[config.mk]
export PLATFORM = sky130hd
export DESIGN_NAME = irq_ctl_flat
export DESIGN_NICKNAME = d
export VERILOG_FILES = /design/src/rtl/irq_ctl_pkg.sv /design/src/rtl/irq_ctl_if.sv /design/src/rtl/irq_ctl_sync_edge.sv /design/src/rtl/irq_ctl.sv /design/src/flat_wrapper.sv
export SDC_FILE = /design/constraint.sdc
export NUM_CORES = 1
export LEC_CHECK = 0
export BUFFER_PORTS_ARGS = -buffer_cell sky130_fd_sc_hd__buf_2
export CORE_MARGIN = 1.5
export CORE_UTILIZATION = 45
export CTS_BUF_LIST = sky130_fd_sc_hd__clkbuf_8
export DETAILED_ROUTE_END_ITERATION = 12
export HOLD_SLACK_MARGIN = 0.15
export PLACE_DENSITY = 0.68
export SLEW_MARGIN = 5
export SYNTH_ARGS = -nofsm -noshare
export SYNTH_HDL_FRONTEND = slang
export SYNTH_SLANG_ARGS = --single-unit
[constraint.sdc]
create_clock -name clk -period 1.5 [get_ports clk]
set_clock_uncertainty 0.05 [all_clocks]
set_input_delay 0.3 -clock clk [delete_from_list [all_inputs] [get_ports clk]]
set_output_delay 0.3 -clock clk [all_outputs]
set_load 0.01 [all_outputs]
[src/rtl/irq_ctl_pkg.sv]
// irq_pkg: shared constants and helpers for the irq_ctl interrupt controller.
//  - Bus geometry (address/data width) and the register index map.
//  - Field positions of the ACTIVE register.
//  - MAX_NSRC: the widest source vector the register file is built for.
//  - prio_idx(): lowest-index-wins priority encoder.
//  - make_active(): packs {valid, 4'b0, id} into the ACTIVE byte.
package irq_pkg;

  localparam int ADDR_W   = 2;
  localparam int DATA_W   = 8;
  localparam int MAX_NSRC = 8;

  localparam logic [ADDR_W-1:0] REG_STATUS = 2'd0;
  localparam logic [ADDR_W-1:0] REG_ENABLE = 2'd1;
  localparam logic [ADDR_W-1:0] REG_MODE   = 2'd2;
  localparam logic [ADDR_W-1:0] REG_ACTIVE = 2'd3;

  localparam int ACT_VALID_BIT = 7;
  localparam int ACT_ID_LSB    = 0;
  localparam int ACT_ID_W      = 3;

  // Scan from the top down so the last hit, the lowest set index, is kept.
  function automatic logic [ACT_ID_W-1:0] prio_idx(input logic [MAX_NSRC-1:0] v);
    logic [ACT_ID_W-1:0] idx;
    idx = '0;
    for (int i = MAX_NSRC - 1; i >= 0; i--) begin
      if (v[i]) idx = ACT_ID_W'(i);
    end
    return idx;
  endfunction

  function automatic logic [DATA_W-1:0] make_active(input logic valid,
                                                    input logic [ACT_ID_W-1:0] id);
    logic [DATA_W-1:0] v;
    v = '0;
    v[ACT_VALID_BIT] = valid;
    v[ACT_ID_LSB +: ACT_ID_W] = id;
    return v;
  endfunction

endpackage

[src/rtl/irq_ctl_if.sv]
// irq_ctl_if: CPU-side connection of the interrupt controller.
//  cs, we, addr, DI : register access from the CPU (qualified by clk)
//  DO               : read data back to the CPU
//  irq_ack, nmi_ack : 1-cycle vector-fetch pulses from the core
//  IRQ, NMI         : interrupt lines to the core
// Modport master is the CPU side, slave is the controller.
interface irq_ctl_if;
  import irq_pkg::*;

  logic              cs;
  logic              we;
  logic [ADDR_W-1:0] addr;
  logic [DATA_W-1:0] DI;
  logic [DATA_W-1:0] DO;
  logic              irq_ack;
  logic              nmi_ack;
  logic              IRQ;
  logic              NMI;

  modport master (
    output cs, we, addr, DI, irq_ack, nmi_ack,
    input  DO, IRQ, NMI
  );

  modport slave (
    input  cs, we, addr, DI, irq_ack, nmi_ack,
    output DO, IRQ, NMI
  );

endinterface

[src/rtl/irq_ctl_sync_edge.sv]
// sync_edge: synchroniser plus rising-edge detector for one async input.
//  clk, rst_n : clock, async active-low reset
//  din        : asynchronous input
//  lvl        : din after SYNC_STAGES flops
//  rise       : one-cycle pulse when lvl goes 0 -> 1
// The history flop always follows lvl, whatever mode the consumer uses,
// so switching a source from level to edge never sees a stale history.
module sync_edge
  import irq_pkg::*;
#(
  parameter int SYNC_STAGES = 2
) (
  input  logic clk,
  input  logic rst_n,
  input  logic din,
  output logic lvl,
  output logic rise
);

  logic [SYNC_STAGES-1:0] stages;
  logic                   prev;

  // Shift din through the synchroniser chain and remember last cycle's level.
  always_ff @(posedge clk or negedge rst_n) begin
    if (!rst_n) begin
      stages <= '0;
      prev   <= 1'b0;
    end else begin
      stages <= {stages[SYNC_STAGES-2:0], din};
      prev   <= lvl;
    end
  end

  assign lvl  = stages[SYNC_STAGES-1];
  assign rise = lvl & ~prev;

endmodule

[src/rtl/irq_ctl.sv]
// irq_ctl: interrupt controller in front of the 65C02 core.
//  clk     : CPU clock
//  RST_N   : async active-low reset
//  src     : NSRC async interrupt requests (level or edge per MODE bit)
//  nmi_in  : async NMI request, edge-sensitive
//  bus     : CPU register port, vector-fetch acks, IRQ/NMI outputs
// Registers: 0 STATUS (PEND, W1C), 1 ENABLE, 2 MODE, 3 ACTIVE (read-only).
module irq_ctl
  import irq_pkg::*;
#(
  parameter int         NSRC        = 8,
  parameter int         SYNC_STAGES = 2,
  parameter logic [7:0] EDGE_MASK   = 8'h00
) (
  input  logic            clk,
  input  logic            RST_N,
  input  logic [NSRC-1:0] src,
  input  logic            nmi_in,
  irq_ctl_if.slave        bus
);

  // Bits at or above NSRC do not exist and always read back as 0.
  localparam logic [MAX_NSRC-1:0] SRC_MASK = 8'((16'd1 << NSRC) - 16'd1);

  logic [MAX_NSRC-1:0] src_lvl, src_rise;
  logic                nmi_rise, nmi_lvl_unused;

  logic [MAX_NSRC-1:0] pend, enable, mode, pend_nxt;
  logic [DATA_W-1:0]   active, rd_data;
  logic                nmi_pend, irq_q;

  logic                wr, rd, wr_status, wr_enable, wr_mode;
  logic [MAX_NSRC-1:0] w1c, to_level, req, ack_clr;
  logic [ACT_ID_W-1:0] req_idx;
  logic                req_any;

  for (genvar i = 0; i < MAX_NSRC; i++) begin : g_src
    if (i < NSRC) begin : g_used
      sync_edge #(.SYNC_STAGES(SYNC_STAGES)) u_sync (
        .clk   (clk),
        .rst_n (RST_N),
        .din   (src[i]),
        .lvl   (src_lvl[i]),
        .rise  (src_rise[i])
      );
    end else begin : g_tied
      assign src_lvl[i]  = 1'b0;
      assign src_rise[i] = 1'b0;
    end
  end

  sync_edge #(.SYNC_STAGES(SYNC_STAGES)) u_sync_nmi (
    .clk   (clk),
    .rst_n (RST_N),
    .din   (nmi_in),
    .lvl   (nmi_lvl_unused),
    .rise  (nmi_rise)
  );

  assign wr        = bus.cs & bus.we;
  assign rd        = bus.cs & ~bus.we;
  assign wr_status = wr && (bus.addr == REG_STATUS);
  assign wr_enable = wr && (bus.addr == REG_ENABLE);
  assign wr_mode   = wr && (bus.addr == REG_MODE);

  // Priority, ack and next-PEND. In edge mode a rise always beats a W1C or
  // ack clear landing in the same cycle. An edge->level MODE write drops the
  // latched bit; from the next cycle the bit simply tracks the level.
  always_comb begin
    w1c      = wr_status ? (bus.DI & SRC_MASK) : '0;
    to_level = wr_mode ? (mode & ~(bus.DI & SRC_MASK)) : '0;
    req      = pend & enable;
    req_any  = |req;
    req_idx  = prio_idx(req);
    ack_clr  = (bus.irq_ack && req_any) ? (8'h01 << req_idx) : '0;
    pend_nxt = pend;
    for (int i = 0; i < MAX_NSRC; i++) begin
      if (mode[i]) begin
        pend_nxt[i] = src_rise[i] | (pend[i] & ~w1c[i] & ~ack_clr[i] & ~to_level[i]);
      end else begin
        pend_nxt[i] = src_lvl[i];
      end
    end
  end

  // Register file, ACTIVE capture on ack, NMI latch and registered IRQ.
  // A spurious ack (nothing requesting) leaves ACTIVE at 8'h00.
  always_ff @(posedge clk or negedge RST_N) begin
    if (!RST_N) begin
      pend     <= '0;
      enable   <= '0;
      mode     <= EDGE_MASK & SRC_MASK;
      active   <= '0;
      nmi_pend <= 1'b0;
      irq_q    <= 1'b0;
    end else begin
      pend <= pend_nxt;
      if (wr_enable) enable <= bus.DI & SRC_MASK;
      if (wr_mode)   mode   <= bus.DI & SRC_MASK;
      if (bus.irq_ack) active <= req_any ? make_active(1'b1, req_idx) : '0;
      nmi_pend <= nmi_rise | (nmi_pend & ~bus.nmi_ack);
      irq_q    <= req_any;
    end
  end

  // Read data is purely combinational from addr and idles at 0.
  always_comb begin
    rd_data = '0;
    if (rd) begin
      case (bus.addr)
        REG_STATUS: rd_data = pend;
        REG_ENABLE: rd_data = enable;
        REG_MODE:   rd_data = mode;
        REG_ACTIVE: rd_data = active;
        default:    rd_data = '0;
      endcase
    end
  end

  assign bus.DO  = rd_data;
  assign bus.IRQ = irq_q;
  assign bus.NMI = nmi_pend;

endmodule
[src/flat_wrapper.sv]
// flat-port wrapper written by rule: the top's interface ports become plain ports
module irq_ctl_flat import irq_pkg::*;
#(
  parameter int         NSRC        = 8,
  parameter int         SYNC_STAGES = 2,
  parameter logic [7:0] EDGE_MASK   = 8'h00
)
  (clk, RST_N, src, nmi_in, bus_cs, bus_we, bus_addr, bus_DI, bus_irq_ack, bus_nmi_ack, bus_DO, bus_IRQ, bus_NMI);
  irq_ctl_if bus_i ();
  input  logic clk;
  input  logic RST_N;
  input  logic [NSRC-1:0] src;
  input  logic nmi_in;
  input wire logic [$bits(bus_i.cs)-1:0] bus_cs;
  input wire logic [$bits(bus_i.we)-1:0] bus_we;
  input wire logic [$bits(bus_i.addr)-1:0] bus_addr;
  input wire logic [$bits(bus_i.DI)-1:0] bus_DI;
  input wire logic [$bits(bus_i.irq_ack)-1:0] bus_irq_ack;
  input wire logic [$bits(bus_i.nmi_ack)-1:0] bus_nmi_ack;
  output wire logic [$bits(bus_i.DO)-1:0] bus_DO;
  output wire logic [$bits(bus_i.IRQ)-1:0] bus_IRQ;
  output wire logic [$bits(bus_i.NMI)-1:0] bus_NMI;
  assign bus_i.cs = bus_cs;
  assign bus_i.we = bus_we;
  assign bus_i.addr = bus_addr;
  assign bus_i.DI = bus_DI;
  assign bus_i.irq_ack = bus_irq_ack;
  assign bus_i.nmi_ack = bus_nmi_ack;
  assign bus_DO = bus_i.DO;
  assign bus_IRQ = bus_i.IRQ;
  assign bus_NMI = bus_i.NMI;
  irq_ctl #(.NSRC(NSRC), .SYNC_STAGES(SYNC_STAGES), .EDGE_MASK(EDGE_MASK)) u_core (.clk(clk), .RST_N(RST_N), .src(src), .nmi_in(nmi_in), .bus(bus_i));
endmodule
==> impl_metrics.yaml, run 1 <==
status:
  status: "complete, but fails checks"
  violations: "setup timing"
clock_network:
  clk_pin_slew_ns: 0.06
  cts.sinks: 57
  clock_path_buffers: 2
  numCtsBuffers: 9
  cts_tree: "built"
  insertion_delay_ns: 0.32
  htreeDepth: 3
  root_buffer: "clkbuf_8"
worst_setup_path:
  r2r_start: "u_core.pend[3]$_DFF_PN0_"
  critPathCapture: "bus_DO[1]"
  r2r.worst_path.cells: 4
  reg2reg_to: "u_core.active[7]$_DFFE_PN0P_"
  cp.required_ns: 1.15
  slowest_stage: "mux4_2"
  critPathLaunch: "u_core.enable[1]$_DFFE_PN0P_"
  endpoint_kind: "primary output"
  path_class: "register to primary output"
  slowest_delay_ns: 0.44
  cp_max_fo: 4
  reg2reg_setup_slack_ns: -0.11
  start_kind: "register"
  cp.arrival_ns: 1.46
  crit_path_cell_trace: "mux4_2 -> nor2b_1 -> buf_2"
global_route:
  grt_max_degree: 58
  globalRouteTotalUtil: 0.193
  grt_overflow: 0
  antenna_found_initial: 0
  grt_pass1_vias: 1806
  grt_pass1_wl_um: 8520
final_layout:
  fin_nets: 305
  final_cell_mix: "dfrtp_1 (55), buf_2 (33), buf_4 (32)"
  nFillCells: 398
  n_antenna_cell: 0
  area_growth_pct: 42.7
  final_common_cell: "dfrtp_1"
  postLayoutCoreUtil: 0.670
  drive_above_1_share: 0.449
  fin_area_sq_mm: 0.00342
routing:
  wl_um: 5270
  wl_per_cell_um: 14.8
  vias: 1770
  antenna_left: 0
  viasPerCell: 4.99
  drtPass1Iterations: 4
  drt_iter0_drc: 87
  drc_errors: 0
timing:
  finalMaxSlewViolations: 0
  final_hold_viol_count: 0
  setup_violations: 12
  fmax_mhz: 552
  worst_slack_ns: -0.311
  period_share: 1.21
  worst_pin_slew_ns: 0.498
  tns_ns: -2.20
  rsz0062_at_grt: "true"
  relSlewSlack: 0.668
  period_minus_slack_ns: 1.81
yosys:
  syn_area_per_cell_sq_um: 13.0
  synth_area_sq_mm: 0.00240
  synth_cell_types: 41
  synth_flop_cell: "dfrtp_1"
  async_reset_ff_frac: 1.00
  yosys_warnings: 0
  syn_nets: 210
  synth_top_area_frac: 0.595
  synthCells: 185
  synth_seq_area_share: 0.595
  ys_seq_elements: 57
  yosysTopAreaCell: "dfrtp_1"
  synth_edf_count: 0
  ys_top_cells_by_area: "dfrtp_1 (59%), mux2_2 (6.1%), mux4_2 (3.8%)"
worst_hold_path:
  worstHoldPathType: "input pin to register"
  hold_depth: 2
pwr:
  p_switching_uw: 1270
  clockPowerShare: 0.334
  pwr-share-seq: 0.401
  switching_share: 0.264
  p_int_uw: 3540
  p_comb_frac: 0.265
  power.density_mw_per_mm2: 1410
  p_leak_uw: 0.00163
  irDropWorstVdd_mv: 0.741
place:
  dp_hpwl_um: 3370
  post-place-ws_ns: -0.136
  port_buffers: 34
  post_dp_cell_area_sq_mm: 0.00286
  place.gp.congestion: 0.801
floorplan:
  die_h_um: 76.0
  die_x_um: 76.0
  fp-row-count: 26
  core_area_sq_mm: 0.00511
  io_pins: 35
  start_util: 0.469
  die-area_sq_mm: 0.00577
flow_run:
  max_cap_violations: 0
[cells by family (layout without fill, tap and decap cells)]
family | count (synthesis) | after routing | share of synthesized area
buffers and inverters | 8 | 108 | 0.0157
XOR/XNOR | 8 | 8 | 0.0292
AND/OR/NAND/NOR | 51 | 51 | 0.111
AO/OA/AOI/OAI | 36 | 36 | 0.113
multiplexers | 25 | 25 | 0.136
flip-flops | 57 | 57 | 0.595
[what timing repair did]
item / CTS / global route
hold buffers: 11 / 0
endpoints found under the hold margin: 67 / 0
setup buffers: 14 / 9
pin swaps: 7 / 10
resized for setup: 10 / 15
endpoints found under the setup margin: 11 / 16
[metrics by stage]
stage          instances  power [uW]  hold slack [ns]
4_1_cts              352        4710            0.174
3_5_place_dp         311        2890            0.276
6_report             355        4810            0.185
5_1_grt              355        5050            0.193
3_3_place_gp         311        2870            0.270
2_1_floorplan        185        2480          -0.0456
[synthesized netlist by cell type, types with 2 or more instances]
cell	count
mux2_1	3
dfrtp_1	57
o21ai_1	4
nand2_1	24
nor2b_1	6
a31oi_1	3
a32o_1	2
buf_2	3
inv_1	4
mux4_2	4
a21o_1	5
a221oi_1	2
a21oi_1	6
nor2_1	8
and2_1	2
xor2_1	8
mux2i_1	4
a32oi_1	2
a22o_1	3
and3b_1	2
mux2_2	13
[per-layer routing]
metal  vias up  track usage  part of all wire
li1        856            -                 -
met1       863        0.252              0.45
met2        43        0.307              0.50
met3         8       0.0431             0.032
met4         0       0.0926             0.013
met5         -            0                 0
[power groups by stage]
stage	clock network [uW]	registers, uW	logic, uW
after detailed placement	0	1980	912
after CTS	1630	1910	1160
final	1610	1930	1280
after global placement	0	1980	893
after global routing	1710	1950	1390
after floorplan	0	1940	540
[area by class of cell]
| cell class | instances | area, sq um | share of cell area |
|---|---|---|---|
| Timing Repair Buffer | 88 | 668 | 0.195 |
| Clock buffer | 11 | 151 | 0.0442 |
| Tap cell | 70 | 87.6 | 0.0256 |
| Inverter | 4 | 15.0 | 0.00439 |
| Sequential cell | 57 | 1430 | 0.418 |
| Multi-Input combinational cell | 120 | 993 | 0.290 |
| Clock inverter | 5 | 77.6 | 0.0227 |
[flip-flops by register name, indices dropped and copies added (netlist names)]
register                           flops
u_core.g_src.g_used.u_sync.stages     16
u_core.enable                          8
u_core.g_src.g_used.u_sync.prev        8
u_core.mode                            8
u_core.pend                            8
u_core.active                          4
u_core.u_sync_nmi.stages               2
u_core.bus.IRQ                         1
u_core.bus.NMI                         1
u_core.u_sync_nmi.prev                 1
[how the worst min path moves through the flow]
stage	slack (ns)	end	start
finish	0.18	u_core.mode[1]$_DFFE_PN0P_	bus_DI[1]
global route	0.19	u_core.mode[1]$_DFFE_PN0P_	bus_DI[1]
CTS	0.17	u_core.mode[1]$_DFFE_PN0P_	bus_DI[1]
detailed placement	0.28	u_core.bus.NMI$_DFF_PN0_	RST_N
global placement	0.27	u_core.u_sync_nmi.prev$_DFF_PN0_	RST_N
floorplan	-0.05	u_core.active[0]$_DFFE_PN0P_	RST_N
[critical path: cells and delay by family, from the launching register on]
kind | cells | cell delay (ns)
multiplexers | 1 | 0.44
AND/OR/NAND/NOR | 1 | 0.14
buffers and inverters | 1 | 0.16
flip-flops | 1 | 0.41
No activity file was read; power rests on OpenSTA's default activity.
==> run 2: changes to the inputs <==
Settings changed: CORE_UTILIZATION 45 to 40, PLACE_DENSITY 0.68 to default.
==> run 2 against run 1 <==
Net effect: worst hold slack worse by 0.0021 ns; count of clock-buffer cells in the layout unchanged; die area up 12%; via count up 1.1%; sequential cell count unchanged; combinational power about the same; core utilization down 8.4 points; non-clock buffer count up 7; the flow still finishes with violations (setup timing); register-to-register slack worse by 0.04 ns; global-route usage down 0.96 points; critical endpoint unchanged.
==> impl_metrics.yaml, run 2 (synthesis results as in run 1) <==
routing:
  viasPerCell: 4.89
  drt_iter0_drc: 62
  drc_errors: 0
  vias: 1789
  antenna_left: 0
  drtPass1Iterations: 4
  wl_per_cell_um: 14.4
  wl_um: 5250
worst_setup_path:
  endpoint_kind: "primary output"
  start_kind: "register"
  crit_family: "multiplexers"
  worst-path-buf-inv: 1
  slowest_stage: "mux4_2"
  path_class: "register to primary output"
  cp_max_fo: 2
  cp.required_ns: 1.15
  slowest_delay_ns: 0.48
  cp.arrival_ns: 1.50
  crit_path_cell_trace: "mux4_2 -> nor2b_1 -> buf_2"
global_route:
  grt_overflow: 0
  grt_max_degree: 58
  globalRouteTotalUtil: 0.183
  grt_pass1_wl_um: 8510
  grt_pass1_vias: 1740
  antenna_found_initial: 0
timing:
  worst_slack_ns: -0.352
  finalMaxSlewViolations: 0
  worst_pin_slew_ns: 0.393
  period_share: 1.23
  setup_violations: 11
  fmax_mhz: 540
  final_hold_viol_count: 0
  relSlewSlack: 0.738
  rsz0062_at_grt: "true"
  tns_ns: -2.34
  hold_slack_ns: 0.183
  period_minus_slack_ns: 1.85
place:
  place.gp.congestion: 0.787
  post_dp_cell_area_sq_mm: 0.00290
  post-place-ws_ns: -0.157
  port_buffers: 34
  dp_hpwl_um: 3470
final_layout:
  nFillCells: 500
  final_common_cell: "dfrtp_1"
  fin_nets: 312
  largest_register: "u_core.g_src.g_used.u_sync.stages"
  fin_area_sq_mm: 0.00343
  n_antenna_cell: 0
  postLayoutCoreUtil: 0.586
  largest_reg_flops: 16
  area_growth_pct: 43.1
  drive_above_1_share: 0.447
  final_cell_mix: "dfrtp_1 (57), buf_4 (37), buf_2 (34)"
floorplan:
  die_h_um: 80.4
  fp-row-count: 28
  die-area_sq_mm: 0.00647
  core_area_sq_mm: 0.00585
  io_pins: 35
  die_x_um: 80.4
  start_util: 0.410
clock_network:
  insertion_delay_ns: 0.33
  htreeDepth: 3
  clock_path_buffers: 2
  numCtsBuffers: 9
  cts_tree: "built"
  root_buffer: "clkbuf_8"
  cts.sinks: 57
  clk_pin_slew_ns: 0.06
worst_hold_path:
  worstHoldPathType: "input pin to register"
pwr:
  power.density_mw_per_mm2: 1340
  irDropWorstVdd_mv: 0.676
  p_leak_uw: 0.00166
flow_run:
  max_cap_violations: 0
status:
  status: "complete, but fails checks"
  violations: "setup timing"
## run 2: cell count changes in the layout (fill, tap and decap cells not counted), sizes merged
cell,before,now
inv,4,5
clkinvlp,1,0
bufinv,2,1
buf,77,84
## run 2: stage by stage
stage          power [uW]  instances
2_1_floorplan        2480        185
3_3_place_gp         2900        321
3_5_place_dp         2910        321
4_1_cts              4550        363
5_1_grt              4850        366
6_report             4590        366
## run 2: area by class of cell
type / count / area, sq um / share of cell area
tap: 75 / 93.8 / 0.0274
clock inverter: 4 / 43.8 / 0.0128
sequential: 57 / 1430 / 0.416
clock buffer: 11 / 151 / 0.0441
inverter: 4 / 15.0 / 0.00438
timing repair buffer: 95 / 722 / 0.210
multi-input combinational: 120 / 978 / 0.285
## run 2: path summary, 6_finish.rpt
check | cells after the start | from | to | slack (ns)
worst max-delay path | 3 | u_core.active[1]$_DFFE_PN0P_ | bus_DO[1] | -0.35
worst min-delay path | 2 | bus_DI[1] | u_core.mode[1]$_DFFE_PN0P_ | 0.18
worst max register to register | 5 | u_core.pend[5]$_DFF_PN0_ | u_core.active[7]$_DFFE_PN0P_ | -0.15
worst min register to register | 0 | u_core.g_src[3].g_used.u_sync.stages[0]$_DFF_PN0_ | u_core.g_src[3].g_used.u_sync.stages[1]$_DFF_PN0_ | 0.29
max in group asynchronous | 3 | RST_N | u_core.g_src[5].g_used.u_sync.stages[1]$_DFF_PN0_ | 0.69
min in group asynchronous | 3 | RST_N | u_core.g_src[7].g_used.u_sync.stages[1]$_DFF_PN0_ | 0.43
## run 2: power breakdown
part	leakage [uW]	internal, uW	switching, uW
sequential	0.000670	1770	163
clock	0.000106	836	563
combinational	0.000880	755	512
## run 2: timing repair
item	4_1_cts	5_1_grt
setup buffers	16	6
endpoints found under the hold margin	67	0
pin swaps	6	13
gates cloned	0	0
hold buffers	11	0
setup endpoints to repair	10	17
resized for setup	8	14
## run 2: layer usage
| metal | vias up | track usage | share of wire | routed length [um] |
|---|---|---|---|---|
| met1 | 875 | 0.240 | 0.47 | 2450 |
| li1 | 872 | - | - | - |
| met4 | 0 | 0.110 | 0.022 | 115 |
| met3 | 11 | 0.0420 | 0.036 | 191 |
| met2 | 31 | 0.276 | 0.47 | 2500 |
| met5 | - | 0 | 0 | 0 |
